**config.mk**
```make
export PLATFORM = sky130hd
export DESIGN_NAME = pipeline_hazard_ctrl_flat
export DESIGN_NICKNAME = d
export VERILOG_FILES = /design/src/rtl/pipeline_hazard_ctrl_if.sv /design/src/rtl/pipeline_hazard_ctrl.sv /design/src/flat_wrapper.sv
export SDC_FILE = /design/constraint.sdc
export NUM_CORES = 1
export LEC_CHECK = 0
export ABC_AREA = 1
export CORE_AREA = 2 2 60 62
export DETAILED_ROUTE_END_ITERATION = 7
export DIE_AREA = 0 0 62 64
export PLACE_DENSITY = 0.81
export REMOVE_ABC_BUFFERS = 1
export SYNTH_ARGS = -nofsm -noshare
export SYNTH_HDL_FRONTEND = slang
export SYNTH_SLANG_ARGS = --single-unit
```
**constraint.sdc**
```tcl
create_clock -name clk -period 3.1 [get_ports clk]
set_clock_uncertainty 0.1 [all_clocks]
set_input_delay 0.93 -clock clk [delete_from_list [all_inputs] [get_ports clk]]
set_output_delay 0.93 -clock clk [all_outputs]
set_load 0.03 [all_outputs]
```
**src/rtl/pipeline_hazard_ctrl_if.sv**
```systemverilog
// ---------------------------------------------------------------------------
// pipeline_hazard_ctrl_if
// Bundles every pipeline-facing signal of the hazard controller.
//   master : the pipeline / memory side. It drives stage control bits,
//            register indices and dmem_ack. It receives forwarding selects,
//            stall/flush, dmem_req and mem_err.
//   slave  : the hazard controller, with the opposite directions.
// Clock and reset stay plain ports on the controller.
// ---------------------------------------------------------------------------
interface pipeline_hazard_ctrl_if;
    logic [4:0] RsD, RtD;
    logic       BranchD, PCSrcD;
    logic [4:0] RsE, RtE;
    logic [4:0] WriteRegE, WriteRegM, WriteRegW;
    logic       RegWriteE, RegWriteM, RegWriteW;
    logic       MemToRegE, MemToRegM;
    logic       MemReadM, MemWriteM;
    logic       dmem_ack;
    logic       dmem_req;
    logic [1:0] ForwardAE, ForwardBE;
    logic       ForwardAD, ForwardBD;
    logic       StallF, StallD, StallE, StallM;
    logic       FlushD, FlushE, FlushW;
    logic       mem_err;

    modport master (
        output RsD, RtD, BranchD, PCSrcD, RsE, RtE,
               WriteRegE, WriteRegM, WriteRegW,
               RegWriteE, RegWriteM, RegWriteW,
               MemToRegE, MemToRegM, MemReadM, MemWriteM, dmem_ack,
        input  dmem_req, ForwardAE, ForwardBE, ForwardAD, ForwardBD,
               StallF, StallD, StallE, StallM, FlushD, FlushE, FlushW, mem_err
    );

    modport slave (
        input  RsD, RtD, BranchD, PCSrcD, RsE, RtE,
               WriteRegE, WriteRegM, WriteRegW,
               RegWriteE, RegWriteM, RegWriteW,
               MemToRegE, MemToRegM, MemReadM, MemWriteM, dmem_ack,
        output dmem_req, ForwardAE, ForwardBE, ForwardAD, ForwardBD,
               StallF, StallD, StallE, StallM, FlushD, FlushE, FlushW, mem_err
    );
endinterface

```
**src/rtl/pipeline_hazard_ctrl.sv**
```systemverilog
// ---------------------------------------------------------------------------
// pipeline_hazard_ctrl
// Hazard, stall and flush sequencer for a 5-stage MIPS pipeline (F/D/E/M/W).
// Forwarding selects and the load-use and branch hazard terms are purely
// combinational. A two-state FSM (RUN / MEM_WAIT) runs the multi-cycle
// data-memory handshake. The FSM freezes the pipe while an access is
// outstanding. If no ack arrives within MEM_TIMEOUT cycles, it forces a
// release and raises the sticky mem_err flag.
//
// Ports
//   clk    : rising-edge clock
//   rst_n  : asynchronous active-low reset. While low, dmem_req and every
//            stall/flush output are held at 0.
//   hz     : pipeline_hazard_ctrl_if.slave, containing:
//            stage control bits and register indices (in), dmem_ack (in),
//            dmem_req, ForwardAE/BE/AD/BD, StallF/D/E/M, FlushD/E/W and
//            mem_err (out)
//   stall_cycles, flush_count (only with HAZARD_PERF_EN defined):
//            saturating 32-bit event counters
//
// Optional feature macro: HAZARD_PERF_EN
// ---------------------------------------------------------------------------
module pipeline_hazard_ctrl #(
    parameter int MEM_TIMEOUT = 16,
    parameter int CNT_W       = 5
) (
    input  logic                        clk,
    input  logic                        rst_n,
    pipeline_hazard_ctrl_if.slave       hz
`ifdef HAZARD_PERF_EN
    ,
    output logic [31:0]                 stall_cycles,
    output logic [31:0]                 flush_count
`endif
);

    typedef enum logic {
        RUN      = 1'b0,
        MEM_WAIT = 1'b1
    } state_t;

    localparam logic [CNT_W-1:0] TIMEOUT_CNT = CNT_W'(MEM_TIMEOUT);

    state_t           state_q, state_d;
    logic [CNT_W-1:0] wcnt_q, wcnt_d;
    logic             mem_err_q, mem_err_d;

    logic             lwstall, brstall, memstall;
    logic             timeout, req_raw, req;

    // Forwarding: register 0 is never forwarded, and M takes priority over W.
    always_comb begin : forwarding
        hz.ForwardAE = 2'b00;
        hz.ForwardBE = 2'b00;
        if (hz.RegWriteM && hz.RsE != 5'd0 && hz.WriteRegM == hz.RsE)
            hz.ForwardAE = 2'b10;
        else if (hz.RegWriteW && hz.RsE != 5'd0 && hz.WriteRegW == hz.RsE)
            hz.ForwardAE = 2'b01;
        if (hz.RegWriteM && hz.RtE != 5'd0 && hz.WriteRegM == hz.RtE)
            hz.ForwardBE = 2'b10;
        else if (hz.RegWriteW && hz.RtE != 5'd0 && hz.WriteRegW == hz.RtE)
            hz.ForwardBE = 2'b01;
        hz.ForwardAD = hz.RegWriteM && hz.RsD != 5'd0 && hz.WriteRegM == hz.RsD;
        hz.ForwardBD = hz.RegWriteM && hz.RtD != 5'd0 && hz.WriteRegM == hz.RtD;
    end

    // A branch resolves in D, so it must wait for an ALU result still in E,
    // or for a load result still in M.
    always_comb begin : hazard_terms
        lwstall = hz.MemToRegE && hz.RtE != 5'd0 &&
                  (hz.RtE == hz.RsD || hz.RtE == hz.RtD);
        brstall = hz.BranchD &&
                  ((hz.RegWriteE && hz.WriteRegE != 5'd0 &&
                    (hz.WriteRegE == hz.RsD || hz.WriteRegE == hz.RtD)) ||
                   (hz.MemToRegM && hz.WriteRegM != 5'd0 &&
                    (hz.WriteRegM == hz.RsD || hz.WriteRegM == hz.RtD)));
    end

    always_ff @(posedge clk or negedge rst_n) begin : state_reg
        if (!rst_n) begin
            state_q   <= RUN;
            wcnt_q    <= '0;
            mem_err_q <= 1'b0;
        end else begin
            state_q   <= state_d;
            wcnt_q    <= wcnt_d;
            mem_err_q <= mem_err_d;
        end
    end

    always_comb begin : fsm_next
        state_d   = state_q;
        wcnt_d    = wcnt_q;
        mem_err_d = mem_err_q;
        timeout   = 1'b0;
        req_raw   = hz.MemReadM | hz.MemWriteM;
        case (state_q)
            RUN: begin
                // An ack in the same cycle as the request is a zero-wait access.
                if (req_raw && !hz.dmem_ack) begin
                    state_d = MEM_WAIT;
                    wcnt_d  = CNT_W'(1);
                end
            end
            MEM_WAIT: begin
                // The M stage is frozen here, so the request is held regardless of M.
                req_raw = 1'b1;
                timeout = (wcnt_q == TIMEOUT_CNT);
                if (hz.dmem_ack) begin
                    state_d = RUN;
                    wcnt_d  = '0;
                end else if (timeout) begin
                    state_d   = RUN;
                    wcnt_d    = '0;
                    mem_err_d = 1'b1;
                end else begin
                    wcnt_d = wcnt_q + CNT_W'(1);
                end
            end
            default: begin
                state_d = RUN;
                wcnt_d  = '0;
            end
        endcase
    end

    // rst_n gates the request combinationally, so an aborted access drops
    // dmem_req in the same cycle that reset asserts.
    assign req         = rst_n & req_raw;
    assign memstall    = req && !hz.dmem_ack && !timeout;
    assign hz.dmem_req = req;
    assign hz.mem_err  = mem_err_q;

    // Priority: memory stall, then data hazards, then taken-branch flush.
    // A taken branch held by brstall flushes D only once its operands are ready.
    always_comb begin : stall_flush
        hz.StallF = 1'b0;
        hz.StallD = 1'b0;
        hz.StallE = 1'b0;
        hz.StallM = 1'b0;
        hz.FlushD = 1'b0;
        hz.FlushE = 1'b0;
        hz.FlushW = 1'b0;
        if (rst_n) begin
            if (memstall) begin
                hz.StallF = 1'b1;
                hz.StallD = 1'b1;
                hz.StallE = 1'b1;
                hz.StallM = 1'b1;
                hz.FlushW = 1'b1;
            end else if (lwstall || brstall) begin
                hz.StallF = 1'b1;
                hz.StallD = 1'b1;
                hz.FlushE = 1'b1;
            end else if (hz.PCSrcD) begin
                hz.FlushD = 1'b1;
            end
        end
    end

`ifdef HAZARD_PERF_EN
    function automatic logic [31:0] sat_inc(input logic [31:0] v);
        return (v == '1) ? v : v + 32'd1;
    endfunction

    always_ff @(posedge clk or negedge rst_n) begin : perf_cnt
        if (!rst_n) begin
            stall_cycles <= '0;
            flush_count  <= '0;
        end else begin
            if (hz.StallF)
                stall_cycles <= sat_inc(stall_cycles);
            if (hz.FlushD || hz.FlushE)
                flush_count <= sat_inc(flush_count);
        end
    end
`endif

endmodule

```
**src/flat_wrapper.sv**
```systemverilog
// flat-port wrapper written by rule: the top's interface ports become plain ports
module pipeline_hazard_ctrl_flat 
#(
    parameter int MEM_TIMEOUT = 16,
    parameter int CNT_W       = 5
)
  (clk, rst_n, hz_RsD, hz_RtD, hz_BranchD, hz_PCSrcD, hz_RsE, hz_RtE, hz_WriteRegE, hz_WriteRegM, hz_WriteRegW, hz_RegWriteE, hz_RegWriteM, hz_RegWriteW, hz_MemToRegE, hz_MemToRegM, hz_MemReadM, hz_MemWriteM, hz_dmem_ack, hz_dmem_req, hz_ForwardAE, hz_ForwardBE, hz_ForwardAD, hz_ForwardBD, hz_StallF, hz_StallD, hz_StallE, hz_StallM, hz_FlushD, hz_FlushE, hz_FlushW, hz_mem_err);
  pipeline_hazard_ctrl_if hz_i ();
  input  logic clk;
  input  logic rst_n;
  input wire logic [$bits(hz_i.RsD)-1:0] hz_RsD;
  input wire logic [$bits(hz_i.RtD)-1:0] hz_RtD;
  input wire logic [$bits(hz_i.BranchD)-1:0] hz_BranchD;
  input wire logic [$bits(hz_i.PCSrcD)-1:0] hz_PCSrcD;
  input wire logic [$bits(hz_i.RsE)-1:0] hz_RsE;
  input wire logic [$bits(hz_i.RtE)-1:0] hz_RtE;
  input wire logic [$bits(hz_i.WriteRegE)-1:0] hz_WriteRegE;
  input wire logic [$bits(hz_i.WriteRegM)-1:0] hz_WriteRegM;
  input wire logic [$bits(hz_i.WriteRegW)-1:0] hz_WriteRegW;
  input wire logic [$bits(hz_i.RegWriteE)-1:0] hz_RegWriteE;
  input wire logic [$bits(hz_i.RegWriteM)-1:0] hz_RegWriteM;
  input wire logic [$bits(hz_i.RegWriteW)-1:0] hz_RegWriteW;
  input wire logic [$bits(hz_i.MemToRegE)-1:0] hz_MemToRegE;
  input wire logic [$bits(hz_i.MemToRegM)-1:0] hz_MemToRegM;
  input wire logic [$bits(hz_i.MemReadM)-1:0] hz_MemReadM;
  input wire logic [$bits(hz_i.MemWriteM)-1:0] hz_MemWriteM;
  input wire logic [$bits(hz_i.dmem_ack)-1:0] hz_dmem_ack;
  output wire logic [$bits(hz_i.dmem_req)-1:0] hz_dmem_req;
  output wire logic [$bits(hz_i.ForwardAE)-1:0] hz_ForwardAE;
  output wire logic [$bits(hz_i.ForwardBE)-1:0] hz_ForwardBE;
  output wire logic [$bits(hz_i.ForwardAD)-1:0] hz_ForwardAD;
  output wire logic [$bits(hz_i.ForwardBD)-1:0] hz_ForwardBD;
  output wire logic [$bits(hz_i.StallF)-1:0] hz_StallF;
  output wire logic [$bits(hz_i.StallD)-1:0] hz_StallD;
  output wire logic [$bits(hz_i.StallE)-1:0] hz_StallE;
  output wire logic [$bits(hz_i.StallM)-1:0] hz_StallM;
  output wire logic [$bits(hz_i.FlushD)-1:0] hz_FlushD;
  output wire logic [$bits(hz_i.FlushE)-1:0] hz_FlushE;
  output wire logic [$bits(hz_i.FlushW)-1:0] hz_FlushW;
  output wire logic [$bits(hz_i.mem_err)-1:0] hz_mem_err;
  assign hz_i.RsD = hz_RsD;
  assign hz_i.RtD = hz_RtD;
  assign hz_i.BranchD = hz_BranchD;
  assign hz_i.PCSrcD = hz_PCSrcD;
  assign hz_i.RsE = hz_RsE;
  assign hz_i.RtE = hz_RtE;
  assign hz_i.WriteRegE = hz_WriteRegE;
  assign hz_i.WriteRegM = hz_WriteRegM;
  assign hz_i.WriteRegW = hz_WriteRegW;
  assign hz_i.RegWriteE = hz_RegWriteE;
  assign hz_i.RegWriteM = hz_RegWriteM;
  assign hz_i.RegWriteW = hz_RegWriteW;
  assign hz_i.MemToRegE = hz_MemToRegE;
  assign hz_i.MemToRegM = hz_MemToRegM;
  assign hz_i.MemReadM = hz_MemReadM;
  assign hz_i.MemWriteM = hz_MemWriteM;
  assign hz_i.dmem_ack = hz_dmem_ack;
  assign hz_dmem_req = hz_i.dmem_req;
  assign hz_ForwardAE = hz_i.ForwardAE;
  assign hz_ForwardBE = hz_i.ForwardBE;
  assign hz_ForwardAD = hz_i.ForwardAD;
  assign hz_ForwardBD = hz_i.ForwardBD;
  assign hz_StallF = hz_i.StallF;
  assign hz_StallD = hz_i.StallD;
  assign hz_StallE = hz_i.StallE;
  assign hz_StallM = hz_i.StallM;
  assign hz_FlushD = hz_i.FlushD;
  assign hz_FlushE = hz_i.FlushE;
  assign hz_FlushW = hz_i.FlushW;
  assign hz_mem_err = hz_i.mem_err;
  pipeline_hazard_ctrl #(.MEM_TIMEOUT(MEM_TIMEOUT), .CNT_W(CNT_W)) u_core (.clk(clk), .rst_n(rst_n), .hz(hz_i));
endmodule
```
==> results of run 1 <==
==> cell usage after synthesis <==
library cell and instances:
a211oi_1 2, a21oi_1 10, a311oi_1 1, buf_2 1, buf_4 5, buf_6 1
clkbuf_2 1, dfrtp_1 7, ha_1 2, inv_1 38, inv_2 3, nand2_1 65
nand2_2 1, nand3_1 10, nand3_2 1, nand4_1 6, nor2_1 21, nor2_2 1
nor3_1 3, nor4_1 6, o2111ai_1 1, o21ai_0 8, o21ai_2 1, o21bai_1 1
o22ai_1 5, or2_0 1, or2_1 1, or2_2 1, xnor2_1 13, xor2_1 10
==> where the power goes <==
group	leakage, nW	internal, W	switching (W)	total (W)
registers	0.0910	0.000102	0.0000147	0.000117
logic	1.23	0.000187	0.000205	0.000392
clock network	0.0150	0.0000493	0.0000372	0.0000865
total	1.34	0.000339	0.000257	0.000596
==> metal layers <==
layer | part of all wire (%) | track usage [%] | wire, um
met4 | 5.3 | 11.17 | 345
met5 | 0 | 0 | 0
met2 | 50 | 48.96 | 3247
met1 | 35 | 31.94 | 2300
met3 | 9.3 | 5.870 | 602
==> stage by stage <==
step / power, W / area [um^2]
2_1_floorplan: 0.0002470 / 1230
3_3_place_gp: 0.0004163 / 2193
3_5_place_dp: 0.0004252 / 2193
4_1_cts: 0.0005331 / 2372
5_1_grt: 0.0006295 / 2560
6_report: 0.0005958 / 2560
==> cell families after synthesis <==
kind of cell	share of synthesized area [%]
AND/OR/NAND/NOR	39.13
buffers and inverters	16.50
AO/OA/AOI/OAI	13.20
XOR/XNOR	15.63
flip-flops	13.59
adder cells (fa/ha/maj)	1.941
==> worst paths after layout <==
kind                              startpoint                end  slack, ns  cells past startpoint
setup / recovery             hz_WriteRegM[3]          hz_StallF      -0.28                     14
hold reg to reg            u_core.hz.mem_err  u_core.hz.mem_err       0.42                      1
max in group asynchronous              rst_n   u_core.wcnt_q[0]       1.84                      2
setup reg to reg            u_core.wcnt_q[0]   u_core.wcnt_q[0]       1.25                     10
hold / removal             u_core.hz.mem_err  u_core.hz.mem_err       0.42                      1
min in group asynchronous              rst_n     u_core.state_q       0.93                      2
==> repair_timing <==
action	CTS	global route
buffers inserted	6	4
setup endpoints to repair	13	12
resized for setup	189	65
pin swaps	40	38
endpoints found under the hold margin	0	0
==> registers in the layout, indices dropped and copies added (netlist names) <==
register and flops:
u_core.hz.mem_err 1, u_core.state_q 1, u_core.wcnt_q 5
==> worst max-delay path, delay by kind of cell <==
| kind | cells | cell delay [ns] |
|---|---|---|
| and+or+nand+nor | 11 | 1.09 |
| buffers and inverters | 3 | 0.33 |
==> final cells by class <==
class	count	area (um^2)	share of cell area, %
multi-input cells	171	1144	44.67
repair buffers	113	996.0	38.91
flip-flops and latches	7	175.2	6.843
inverters	41	161.4	6.305
well taps	46	57.56	2.248
clock buffers	4	26.28	1.026
==> results.py, run 1 <==
metrics = {
    "outcome": {
        "violations": "negative setup slack",
        "status": "finished, violations left",
    },
    "sta": {
        "fin_crit_sh_pct": 109.0,
        "tightest_slew_ns": 0.3196,
        "setup_viol": 8,
        "hold_viol_final": 0,
        "layout_setup_ws_ns": -0.2790,
        "setup_tns_ns": -1.393,
        "rsz0062_at_grt": "true",
        "final-max-slew-violation-count": 0,
        "min_period_ns": 3.379,
        "fmax_ghz": 0.2959,
        "relSlewSlack_pct": 78.62,
        "whs_ns": 0.4247,
    },
    "synth": {
        "synth_cell_types": 30,
        "synth_warnings": 0,
        "yosys.area.top_type_share_pct": 18.93,
        "ys_top_cells_by_area": "nand2_1 (19%), dfrtp_1 (14%), inv_1 (11%), xnor2_1 (8.8%), xor2_1 (6.8%)",
        "syn_inst": 227,
        "syn_area_um2": 1289,
        "avgSynthCellArea_um2": 5.677,
        "synth_seq_area_share_pct": 13.59,
        "synth-seq-cells": 7,
        "synth_largest_area_cell": "nand2_1",
    },
    "routing": {
        "drt-total-wl_mm": 6.495,
        "post-route-drc-count": 0,
        "ant_nets": 0,
        "dr.first_iter.drc_count": 181,
        "route.detailed.wl_per_inst_um": 17.00,
        "vias_per_cell": 5.503,
        "num_vias": 2102,
        "firstDrtPassIters": 5,
    },
    "critical_path": {
        "cp.required_ns": 2.07,
        "path_class": "input port to output port",
        "critPathMaxFanout": 6,
        "critPathLaunchType": "input port",
        "endpoint_kind": "output port",
        "critPathSlowestCell": "nand3_1",
        "slowest_delay_ns": 0.19,
        "path_common_cell": "nand2_1",
        "worstPathArrival_ns": 2.35,
        "path_cells": "buf_4 -> inv_4 -> nand2_1 -> nand2_1 -> nor2_1 -> nand3_1 -> nand2_1 -> nand2_1 -> nand2_2 -> nand2_4 -> nand2_4 -> nand2_2 -> nand2_2 -> buf_6",
    },
    "die": {
        "dieArea_um2": 3968,
        "start_util_pct": 39.24,
        "die_x_um": 62,
        "num_io_pins": 62,
        "rows": 21,
        "core_area_um2": 3284,
        "die_h_um": 64,
    },
    "clock_tree": {
        "clk_path_buf_depth": 2,
        "clock_latency_ns": 0.26,
        "cts.sinks": 7,
        "clkTransAtPathRegs_ns": 0.05,
        "cts_tree": "yes",
        "numCtsBuffers": 3,
        "cts_hold_buf": 0,
        "clockRootBuffer": "clkbuf_4",
        "cts-htree-levels": 1,
    },
    "global_routing": {
        "grt_antenna_before_repair": 0,
        "grt_start_max_net_pins": 8,
        "grt_pass1_wl_mm": 8.487,
        "first_global_vias": 1977,
        "overflow": 0,
        "grtUsageTotal_pct": 28.11,
    },
    "placed_design": {
        "globalplace.congestion": 0.9011,
        "port_buffers": 61,
        "dp_cells": 370,
        "pre_cts_slack_ns": -0.5549,
        "hpwl_mm": 3.869,
    },
    "cells_and_area": {
        "drive_gt1_share_pct": 48.21,
        "fin_util_pct": 77.94,
        "final_cell_mix": "nand2_1 (52), buf_4 (51), buf_6 (28)",
        "instances_no_fill": 382,
        "layout_commonest_cell": "nand2_1",
        "nNetsFinal": 386,
        "area_growth_pct": 98.64,
        "n_fill_cell": 209,
        "antenna_cells": 0,
    },
    "worst_hold_path": {
        "hold_path_class": "flop to flop",
    },
    "job": {
        "cap_violations": 0,
    },
    "pwr": {
        "power_density_nw_per_um2": 232.7,
        "vdd_drop_max_mv": 0.2009,
        "leakagePower_nw": 1.339,
    },
}
Power figures use the tool's default switching activity.
==> inputs of run 2 (changes only) <==
- SKIP_CTS_REPAIR_TIMING: default -> 1
- TNS_END_PERCENT: default -> 20
==> results.py, run 2 (synthesis results as in run 1) <==
metrics = {
    "die": {
        "start_util_pct": 39.24,
        "dieArea_um2": 3968,
        "num_io_pins": 62,
        "core_area_um2": 3284,
        "rows": 21,
        "die_h_um": 64,
        "die_x_um": 62,
    },
    "global_routing": {
        "overflow": 0,
        "grtUsageTotal_pct": 24.48,
        "grt_antenna_before_repair": 0,
        "first_global_vias": 1814,
        "grt_pass1_wl_mm": 7.521,
        "grt_start_max_net_pins": 8,
    },
    "routing": {
        "firstDrtPassIters": 4,
        "num_vias": 1872,
        "drt-total-wl_mm": 5.029,
        "dr.first_iter.drc_count": 104,
        "vias_per_cell": 4.966,
        "route.detailed.wl_per_inst_um": 13.34,
        "ant_nets": 0,
        "post-route-drc-count": 0,
    },
    "cells_and_area": {
        "largest_reg_flops": 5,
        "drive_gt1_share_pct": 36.86,
        "multiInputGateArea_um2": 1028,
        "layout_commonest_cell": "buf_4",
        "nNetsFinal": 381,
        "fin_util_pct": 73.07,
        "antenna_cells": 0,
        "area_growth_pct": 86.21,
        "regArea_um2": 175.2,
        "final_area_um2": 2400,
        "top_register": "u_core.wcnt_q",
        "n_fill_cell": 242,
        "final_cell_mix": "buf_4 (57), nand2_1 (56), inv_1 (31)",
    },
    "clock_tree": {
        "cts.sinks": 7,
        "cts_tree": "yes",
        "numCtsBuffers": 3,
        "clockRootBuffer": "clkbuf_4",
        "clkTransAtPathRegs_ns": 0.05,
        "clock_latency_ns": 0.25,
        "clk_path_buf_depth": 2,
        "cts-htree-levels": 1,
    },
    "critical_path": {
        "endpoint_kind": "output port",
        "cp.required_ns": 2.07,
        "path_class": "input port to output port",
        "worstPathArrival_ns": 2.17,
        "critPathMaxFanout": 4,
        "critPathLaunchType": "input port",
    },
    "pwr": {
        "leakagePower_nw": 1.412,
        "switching_power_w": 0.0002192,
        "pwr-share-seq_pct": 21.3,
        "p_comb_share_pct": 63.2,
        "clkPwrFrac_pct": 15.5,
        "power_density_nw_per_um2": 223.1,
        "p_int_w": 0.0003163,
        "vdd_drop_max_mv": 0.1812,
        "p_sw_share_pct": 40.93,
    },
    "placed_design": {
        "postPlaceCellArea_um2": 2193,
        "hpwl_mm": 3.869,
        "globalplace.congestion": 0.9011,
        "port_buffers": 61,
    },
    "sta": {
        "layout_setup_ws_ns": -0.09662,
        "setup_viol": 8,
        "hold_viol_final": 0,
        "min_period_ns": 3.197,
        "final-max-slew-violation-count": 0,
        "fmax_ghz": 0.3128,
        "fin_crit_sh_pct": 103.1,
        "relSlewSlack_pct": 77.25,
        "tightest_slew_ns": 0.3384,
        "rsz0062_at_grt": "true",
    },
    "job": {
        "cap_violations": 0,
    },
    "outcome": {
        "status": "finished, violations left",
        "violations": "negative setup slack",
    },
    "worst_hold_path": {
        "hold_path_class": "flop to flop",
    },
}
run 2: changes by cell type in the layout (fill, tap and decap cells not counted), moves of 4 or more:
cell,delta
buf_4,+6
xnor2_2,-6
dlygate4sd2_1,-8
clkdlybuf4s15_1,-4
inv_1,+8
inv_2,-5
buf_6,-18
xnor2_1,+6
dlymetal6s2s_1,+21
buf_2,-4
nand2_1,+4
run 2: power by group through the flow:
stage / clock, W / combinational (W) / sequential [W]
after CTS: 0.0000837 / 0.000312 / 0.000114
final: 0.0000830 / 0.000338 / 0.000114
after floorplan: 0 / 0.000133 / 0.000114
after global routing: 0.0000929 / 0.000364 / 0.000117
after global placement: 0 / 0.000302 / 0.000114
after detailed placement: 0 / 0.000310 / 0.000115
run 2: critical path, stage by stage:
cell and delay, ns:
clkbuf_2 0.12, buf_4 0.15, xnor2_1 0.15, nand4_1 0.17, nor4_4 0.35, buf_4 0.16
buf_6 0.12
run 2: metrics by stage:
stage / setup TNS, ns / total power (W) / hold slack, ns / setup WS, ns / std cells
floorplan: -4.694 / 0.0002470 / 0.3673 / -1.072 / 219
global placement: -4.915 / 0.0004163 / 0.3631 / -0.5284 / 370
detailed placement: -5.221 / 0.0004252 / 0.3926 / -0.5549 / 370
CTS: -5.359 / 0.0005092 / 0.4028 / -0.5607 / 374
global route: -1.274 / 0.0005735 / 0.4225 / -0.1957 / 377
finish: -0.4032 / 0.0005354 / 0.3972 / -0.09662 / 377
run 2: layout make-up:
type                    instances  area share [%]
inverters                      41           6.413
clock buffers                   4           1.095
multi-input cells             171           42.86
repair buffers                108           39.94
flip-flops and latches          7           7.299
well taps                      46           2.398
run 2: per-layer routing:
layer / GRT usage, % / part of all wire [%]
met1: 29.30 / 39
met2: 43.23 / 53
met3: 5.061 / 6.1
met4: 5.319 / 1.7
met5: 0 / 0
run 2: worst paths after layout:
check,from,end,slack [ns],depth (start not counted)
max,hz_WriteRegM[2],hz_ForwardBE[1],-0.1,7
min,u_core.state_q,u_core.wcnt_q[0],0.40,1
max reg2reg,u_core.wcnt_q[0],u_core.wcnt_q[0],1.45,9
min reg2reg,u_core.state_q,u_core.wcnt_q[0],0.40,1
max in group asynchronous,rst_n,u_core.wcnt_q[0],1.84,2
min in group asynchronous,rst_n,u_core.state_q,0.93,2
